===== src/rtl/minisys_pkg.sv =====
// rtl/minisys_pkg.sv - shared receiver state type and bit-timing helper for the minisys loader
package minisys_pkg;

    typedef enum logic [1:0] {
        IDLE  = 2'd0,
        START = 2'd1,
        DATA  = 2'd2,
        STOP  = 2'd3
    } rx_state_t;

    // Clocks per UART bit, truncated
    function automatic int clks_per_bit(input int clk_freq_hz, input int baud);
        return clk_freq_hz / baud;
    endfunction

    localparam int DEFAULT_CLKS_PER_BIT = clks_per_bit(23000000, 128000);

endpackage


===== src/rtl/uart_rx_byte.sv =====
// rtl/uart_rx_byte.sv - 8N1 UART byte receiver with input synchronizer and bit timing
module uart_rx_byte
    import minisys_pkg::*;
#(
    parameter int CLK_FREQ_HZ = 23000000,
    parameter int BAUD        = 128000
) (
    input  logic       i_clock,
    input  logic       i_reset,
    input  logic       i_rx,
    output logic [7:0] o_byte,
    output logic       o_byte_valid,
    output logic       o_stop_err,
    output logic       o_busy
);
    localparam int CPB   = clks_per_bit(CLK_FREQ_HZ, BAUD);
    localparam int HALF  = CPB / 2;
    localparam int CNT_W = (CPB > 1) ? $clog2(CPB) : 1;

    logic             r_sync1;
    logic             r_sync2;
    logic             r_rx_d;
    rx_state_t        r_state;
    rx_state_t        w_state_next;
    logic [CNT_W-1:0] r_cnt;
    logic [2:0]       r_bit_idx;
    logic [7:0]       r_shift;
    logic             r_byte_valid;
    logic             r_stop_err;
    logic             w_half_tick;
    logic             w_full_tick;
    logic             w_fall;

    assign w_half_tick  = (r_cnt == CNT_W'(HALF - 1));
    assign w_full_tick  = (r_cnt == CNT_W'(CPB - 1));
    assign w_fall       = r_rx_d & ~r_sync2;
    assign o_byte       = r_shift;
    assign o_byte_valid = r_byte_valid;
    assign o_stop_err   = r_stop_err;
    assign o_busy       = (r_state != IDLE);

    // Two-flop synchronizer plus one delayed copy for falling-edge detection; idles high
    always_ff @(posedge i_clock) begin
        if (i_reset) begin
            r_sync1 <= 1'b1;
            r_sync2 <= 1'b1;
            r_rx_d  <= 1'b1;
        end else begin
            r_sync1 <= i_rx;
            r_sync2 <= r_sync1;
            r_rx_d  <= r_sync2;
        end
    end

    // Receiver state register
    always_ff @(posedge i_clock) begin
        if (i_reset) begin
            r_state <= IDLE;
        end else begin
            r_state <= w_state_next;
        end
    end

    // Next state: start bit is re-checked at mid-bit so short glitches fall back to IDLE
    always_comb begin
        w_state_next = r_state;
        case (r_state)
            IDLE:    if (w_fall) w_state_next = START;
            START:   if (w_half_tick) w_state_next = r_sync2 ? IDLE : DATA;
            DATA:    if (w_full_tick && (r_bit_idx == 3'd7)) w_state_next = STOP;
            STOP:    if (w_full_tick) w_state_next = IDLE;
            default: w_state_next = IDLE;
        endcase
    end

    // Bit timer, LSB-first shifter and one-cycle result pulses after the stop sample
    always_ff @(posedge i_clock) begin
        if (i_reset) begin
            r_cnt        <= '0;
            r_bit_idx    <= '0;
            r_shift      <= '0;
            r_byte_valid <= 1'b0;
            r_stop_err   <= 1'b0;
        end else begin
            r_byte_valid <= 1'b0;
            r_stop_err   <= 1'b0;
            case (r_state)
                IDLE: begin
                    r_cnt     <= '0;
                    r_bit_idx <= '0;
                end
                START: begin
                    r_cnt <= w_half_tick ? '0 : r_cnt + CNT_W'(1);
                end
                DATA: begin
                    if (w_full_tick) begin
                        r_cnt     <= '0;
                        r_shift   <= {r_sync2, r_shift[7:1]};
                        r_bit_idx <= r_bit_idx + 3'd1;
                    end else begin
                        r_cnt <= r_cnt + CNT_W'(1);
                    end
                end
                STOP: begin
                    if (w_full_tick) begin
                        r_cnt        <= '0;
                        r_byte_valid <= r_sync2;
                        r_stop_err   <= ~r_sync2;
                    end else begin
                        r_cnt <= r_cnt + CNT_W'(1);
                    end
                end
                default: r_cnt <= '0;
            endcase
        end
    end

endmodule


===== src/rtl/uart_prog_loader.sv =====
// rtl/uart_prog_loader.sv - UART-to-instruction-memory program loader; LOADER_CHECKSUM_EN adds checksum output
module uart_prog_loader
    import minisys_pkg::*;
#(
    parameter int CLK_FREQ_HZ = 23000000,
    parameter int BAUD        = 128000,
    parameter int ADDR_W      = 14
) (
    input  logic              clock,
    input  logic              reset,
    input  logic              load_mode,
    input  logic              uart_rx,
    output logic              imem_we,
    output logic [ADDR_W-1:0] imem_addr,
    output logic [31:0]       imem_wdata,
    output logic              cpu_rst,
    output logic [ADDR_W:0]   word_count,
    output logic              frame_err,
    output logic              overflow,
    output logic              busy
`ifdef LOADER_CHECKSUM_EN
    ,
    output logic [7:0]        checksum
`endif
);
    localparam logic [ADDR_W:0] DEPTH = {1'b1, {ADDR_W{1'b0}}};

    logic [7:0]        w_byte;
    logic              w_byte_valid;
    logic              w_stop_err;
    logic              w_busy;
    logic              w_load_rise;
    logic              w_accept;
    logic              r_load_d;
    logic              r_cpu_rst;
    logic [1:0]        r_idx;
    logic              r_we;
    logic [ADDR_W-1:0] r_addr;
    logic [31:0]       r_wdata;
    logic [ADDR_W:0]   r_count;
    logic              r_frame_err;
    logic              r_overflow;

    uart_rx_byte #(
        .CLK_FREQ_HZ (CLK_FREQ_HZ),
        .BAUD        (BAUD)
    ) u_rx (
        .i_clock      (clock),
        .i_reset      (reset),
        .i_rx         (uart_rx),
        .o_byte       (w_byte),
        .o_byte_valid (w_byte_valid),
        .o_stop_err   (w_stop_err),
        .o_busy       (w_busy)
    );

    assign w_load_rise = load_mode & ~r_load_d;
    assign w_accept    = w_byte_valid & load_mode & ~w_load_rise;

    assign imem_we    = r_we;
    assign imem_addr  = r_addr;
    assign imem_wdata = r_wdata;
    assign cpu_rst    = r_cpu_rst;
    assign word_count = r_count;
    assign frame_err  = r_frame_err;
    assign overflow   = r_overflow;
    assign busy       = w_busy;

    // CPU stays in reset while downloading and until the last frame has fully arrived
    always_ff @(posedge clock) begin
        if (reset) begin
            r_cpu_rst <= 1'b1;
            r_load_d  <= 1'b0;
        end else begin
            r_cpu_rst <= load_mode | w_busy;
            r_load_d  <= load_mode;
        end
    end

    // Byte packer, write strobe, address/count advance and sticky flags
    always_ff @(posedge clock) begin
        if (reset) begin
            r_idx       <= '0;
            r_we        <= 1'b0;
            r_addr      <= '0;
            r_wdata     <= '0;
            r_count     <= '0;
            r_frame_err <= 1'b0;
            r_overflow  <= 1'b0;
        end else begin
            r_we <= 1'b0;
            // A strobe already issued always completes, even if load_mode just fell
            if (r_we) begin
                r_addr <= r_addr + ADDR_W'(1);
                if (r_addr == {ADDR_W{1'b1}}) r_overflow <= 1'b1;
                if (r_count != DEPTH) r_count <= r_count + (ADDR_W + 1)'(1);
            end
            if (w_stop_err) r_frame_err <= 1'b1;
            if (w_load_rise) begin
                r_addr      <= '0;
                r_count     <= '0;
                r_idx       <= '0;
                r_frame_err <= 1'b0;
                r_overflow  <= 1'b0;
            end else if (!load_mode) begin
                r_idx <= '0;
            end else if (w_accept) begin
                r_wdata[{r_idx, 3'b000} +: 8] <= w_byte;
                r_idx <= r_idx + 2'd1;
                if (r_idx == 2'd3) r_we <= 1'b1;
            end
        end
    end

`ifdef LOADER_CHECKSUM_EN
    logic [7:0] r_checksum;

    assign checksum = r_checksum;

    // Running modulo-256 sum of accepted bytes, restarted with each download
    always_ff @(posedge clock) begin
        if (reset) begin
            r_checksum <= '0;
        end else if (w_load_rise) begin
            r_checksum <= '0;
        end else if (w_accept) begin
            r_checksum <= r_checksum + w_byte;
        end
    end
`endif

endmodule


===== config.mk =====
export PLATFORM = sky130hd
export DESIGN_NAME = uart_prog_loader
export DESIGN_NICKNAME = d
export VERILOG_FILES = /design/src/rtl/minisys_pkg.sv /design/src/rtl/uart_rx_byte.sv /design/src/rtl/uart_prog_loader.sv
export SDC_FILE = /design/constraint.sdc
export NUM_CORES = 1
export LEC_CHECK = 0
export ABC_AREA = 1
export CORE_MARGIN = 1.5
export CORE_UTILIZATION = 35
export CTS_CLUSTER_SIZE = 10
export DETAILED_ROUTE_END_ITERATION = 10
export SYNTH_ARGS = -nofsm -noshare
export SYNTH_HDL_FRONTEND = slang
export SYNTH_SLANG_ARGS = --single-unit

===== constraint.sdc =====
create_clock -name clock -period 2.5 [get_ports clock]
set_input_delay 0.5 -clock clock [delete_from_list [all_inputs] [get_ports clock]]
set_output_delay 0.5 -clock clock [all_outputs]
set_load 0.1 [all_outputs]

==> metrics.md <==
| Metric | Value |
|---|---|
| Fraction of final layout cells sized beyond drive strength 1 | 0.238 |
| Leakage | approximately 0.0021 uW |
| Resized cells post-CTS | 0 |
| CTS tree | yes |
| Post-Synth Simple-Gate Area | 0.308 |
| Max-slew violations | 0 |
| Minimum clock period | a little under 2 ns |
| Avg Inst Size Synth | slightly below 8 sq um |
| Nets | between 600 and 700 |
| Final Skew | a little under 0.01 ns |
| Mux share of post-synthesis cell area | 0.00256 |
| First-pass GRT wire length | between 15 and 20 mm |
| Largest net degree at the start of global routing | 32 |
| Post-synthesis register bit count | 94 |
| Initial Util | 0.362 |
| Met2 Usage GRT | 0.247 |
| CTS buffer count | 9 |
| Status | complete, no violations |
| Setup bufs post-CTS | 0 |
| CP Max Fanout | 12 |
| Antenna violations before repair | 0 |
| Drt pass-1 iters | 4 |
| Worst setup path start | r_idx[1] |
| Peak supply drop | 0.357 mV |
| Req. time, crit path | between 2 and 3 ns |
| CTS max path bufs | 2 |
| Post-Syn Nets | 588 |
| Vias in the first global route | about 3500 |
| I/O pin count | 70 |
| Slew @ Worst Pin | roughly 0.44 ns |
| Distinct cells, synth | 40 |
| Setup tns final | 0 ns |
| Htree depth | 3 |
| Seq/Total Area, Yosys | 0.428 |
| Top cell type's share of synthesized area | 0.428 |
| Post-synth top area cell | dfxtp_1 |
| Total GRT Usage | 0.163 |
| Area Overhead vs Synth | 22.3% |
| GR peak layer | met2 |
| Final setup violation count | 0 |
| Post-DP HPWL | 7.47 mm |
| GRT overflow | 0 |
| Hold WC Path Type | reg2reg |
| Register area | between 1500 and 2000 sq um |
| Cell area after layout | roughly 5400 sq um |
| Fin crit share | 0.789 |
| Multi-input gate area | 2200 sq um |
| Pwr per Cell Area | approximately 570 nW/um^2 |
| 1st-iter DRT viols | around 220 |
| Die height | 115 microns |
| Slew headroom | 0.707 |
| Util after Layout | 0.442 |
| HP Start | u_rx.r_sync1 |
| Port-buffer cells | just under 70 |
| Critical Path AT | 2.25 ns |
| Max Fclk | about 0.5 GHz |
| Root buf cell | clkbuf_16 |
| Hold buffers post-CTS | 0 |
| Setup crit end kind | flip-flop |
| Reg2reg start | r_idx[1] |
| DRC viols | 0 |
| Largest family of logic cells by synthesized area | simple AND/OR/NAND/NOR gates |
| Post-synthesis compound-gate area fraction | 0.125 |
| Grt met1 use | 0.224 |
| Critical path type | reg2reg |
| Clock slew at reported path FFs | 0.07 ns |
| Rows | 40 |
| Via count | 3845 |
| Core Footprint | 12200 sq um |
| Post-DP Area | ~5100 sq um |
| Die ar. | approximately 13000 sq um |
| Fillers | between 1000 and 1500 |
| Synth top area cells | dfxtp_1 (43%), nand2_1 (8.8%), nor2_1 (5.7%) |
| Adder and majority gate portion of the synthesized area | 0.0398 |
| Met3 Resource Use GR | 0.0422 |
| Final hold viol count | 0 |
| Synth Cell Area | 4400 sq um |
| Clock Sinks | 94 |
| Gpl congestion | 0.845 |
| XOR/XNOR Fraction of Synth Area | 0.0239 |
| Diode count | 0 |
| Max_cap viols | 0 |
| Clock latency on the worst-skew pair | between 0.3 and 0.4 ns |
| Avg WL per Cell | about 13 microns |
| Total Wirelength | about 10 mm |
| Via/cell ratio | 4.72 |
| Synth Instances | 570 |
| Worst setup SP type | flip-flop |
| Final ANT Viol Nets | 0 |
| Chip width | roughly 120 microns |
| RSZ-0062 raised after global routing | no |
| Synth Warn # | 0 |
-- worst paths after layout --
check	to	slack (ns)	cells past startpoint
worst max-delay path	imem_wdata[19]	0.53	6
worst min-delay path	u_rx.r_sync2	0.43	1
worst max register to register	imem_wdata[19]	0.53	6
worst min register to register	u_rx.r_sync2	0.43	1
-- through the flow --
step           total power (uW)  worst slack [ns]  hold WS [ns]  instances
3_3_place_gp               1690             0.487         0.401        798
6_report                   3080             0.526         0.430        814
5_1_grt                    3190             0.334         0.431        814
2_1_floorplan              1660             0.328         0.389        570
3_5_place_dp               1690             0.424         0.394        798
4_1_cts                    3130             0.502         0.425        814
-- power breakdown --
part | total, uW | internal, uW | switching, uW
Sequential | 1510 | 1500 | 8.54
Clock | 1430 | 796 | 631
Combinational | 142 | 35.8 | 106
Total | 3080 | 2340 | 745
-- metal layers --
| layer | vias up | wire length [microns] |
|---|---|---|
| li1 | 2007 | - |
| met1 | 1746 | 5200 |
| met2 | 82 | 4370 |
| met3 | 10 | 541 |
| met4 | 0 | 144 |
| met5 | - | 0 |
-- logic make-up after synthesis --
| logic type | count (synthesis) |
|---|---|
| mux | 1 |
| flops | 94 |
| xor+xnor | 12 |
| simple gates | 281 |
| fa+ha+maj | 14 |
| buf+inv | 72 |
| compound gates | 96 |
-- registers in the layout, summed over array words and instances (netlist names), 2 cells and up, named ones only --
| name | cells |
|---|---|
| u_rx.r_bit_idx | 3 |
| word_count | 15 |
| u_rx.o_byte | 8 |
| u_rx.r_cnt | 8 |
| imem_addr | 14 |
| imem_wdata | 32 |
| r_idx | 2 |
-- synth_stat cells (all sizes together) --
cell type  instances
o21a               1
a21oi             57
buf                8
o21ai             28
a31oi              6
nand2            126
nor3b              1
nor2              83
nand4             16
o21bai             1
nand3b             1
inv               57
xor2               7
or2                2
a41oi              1
dfxtp             94
nand3             36
mux2               1
ha                14
clkbuf             7
nor3              16
o211a              2
xnor2              5
-- placed cells by master (no fill, tap or decap), drive strengths merged --
cell             n
nor3b            1
xor2             7
inv             61
dfxtp           94
xnor2            5
bufinv           1
nor3            16
a31oi            6
nor2            83
o21bai           1
nand3b           1
or2              2
clkbuf          10
buf             72
o21a             1
o211a            2
a41oi            1
nand2          126
clkinv           1
ha              14
a21oi           57
clkdlybuf4s50    3
o21ai           28
nand3           36
mux2             1
nand4           16
-- worst max-delay path, stage by stage, from the launching register on --
cell	delay, ns
dfxtp_1	0.40
inv_1	0.10
ha_1	0.52
inv_1	0.22
nor2_1	0.36
a31oi_1	0.15
nor3_1	0.14
-- final cells by class --
class / count / area share
Multi-Input combinational cell: 404 / 0.408
Clock inverter: 6 / 0.0142
Timing Repair Buffer: 75 / 0.106
Inverter: 57 / 0.0402
Clock buffer: 10 / 0.0426
Tap cell: 168 / 0.0391
Sequential cell: 94 / 0.350
Power figures use the tool's default switching activity.
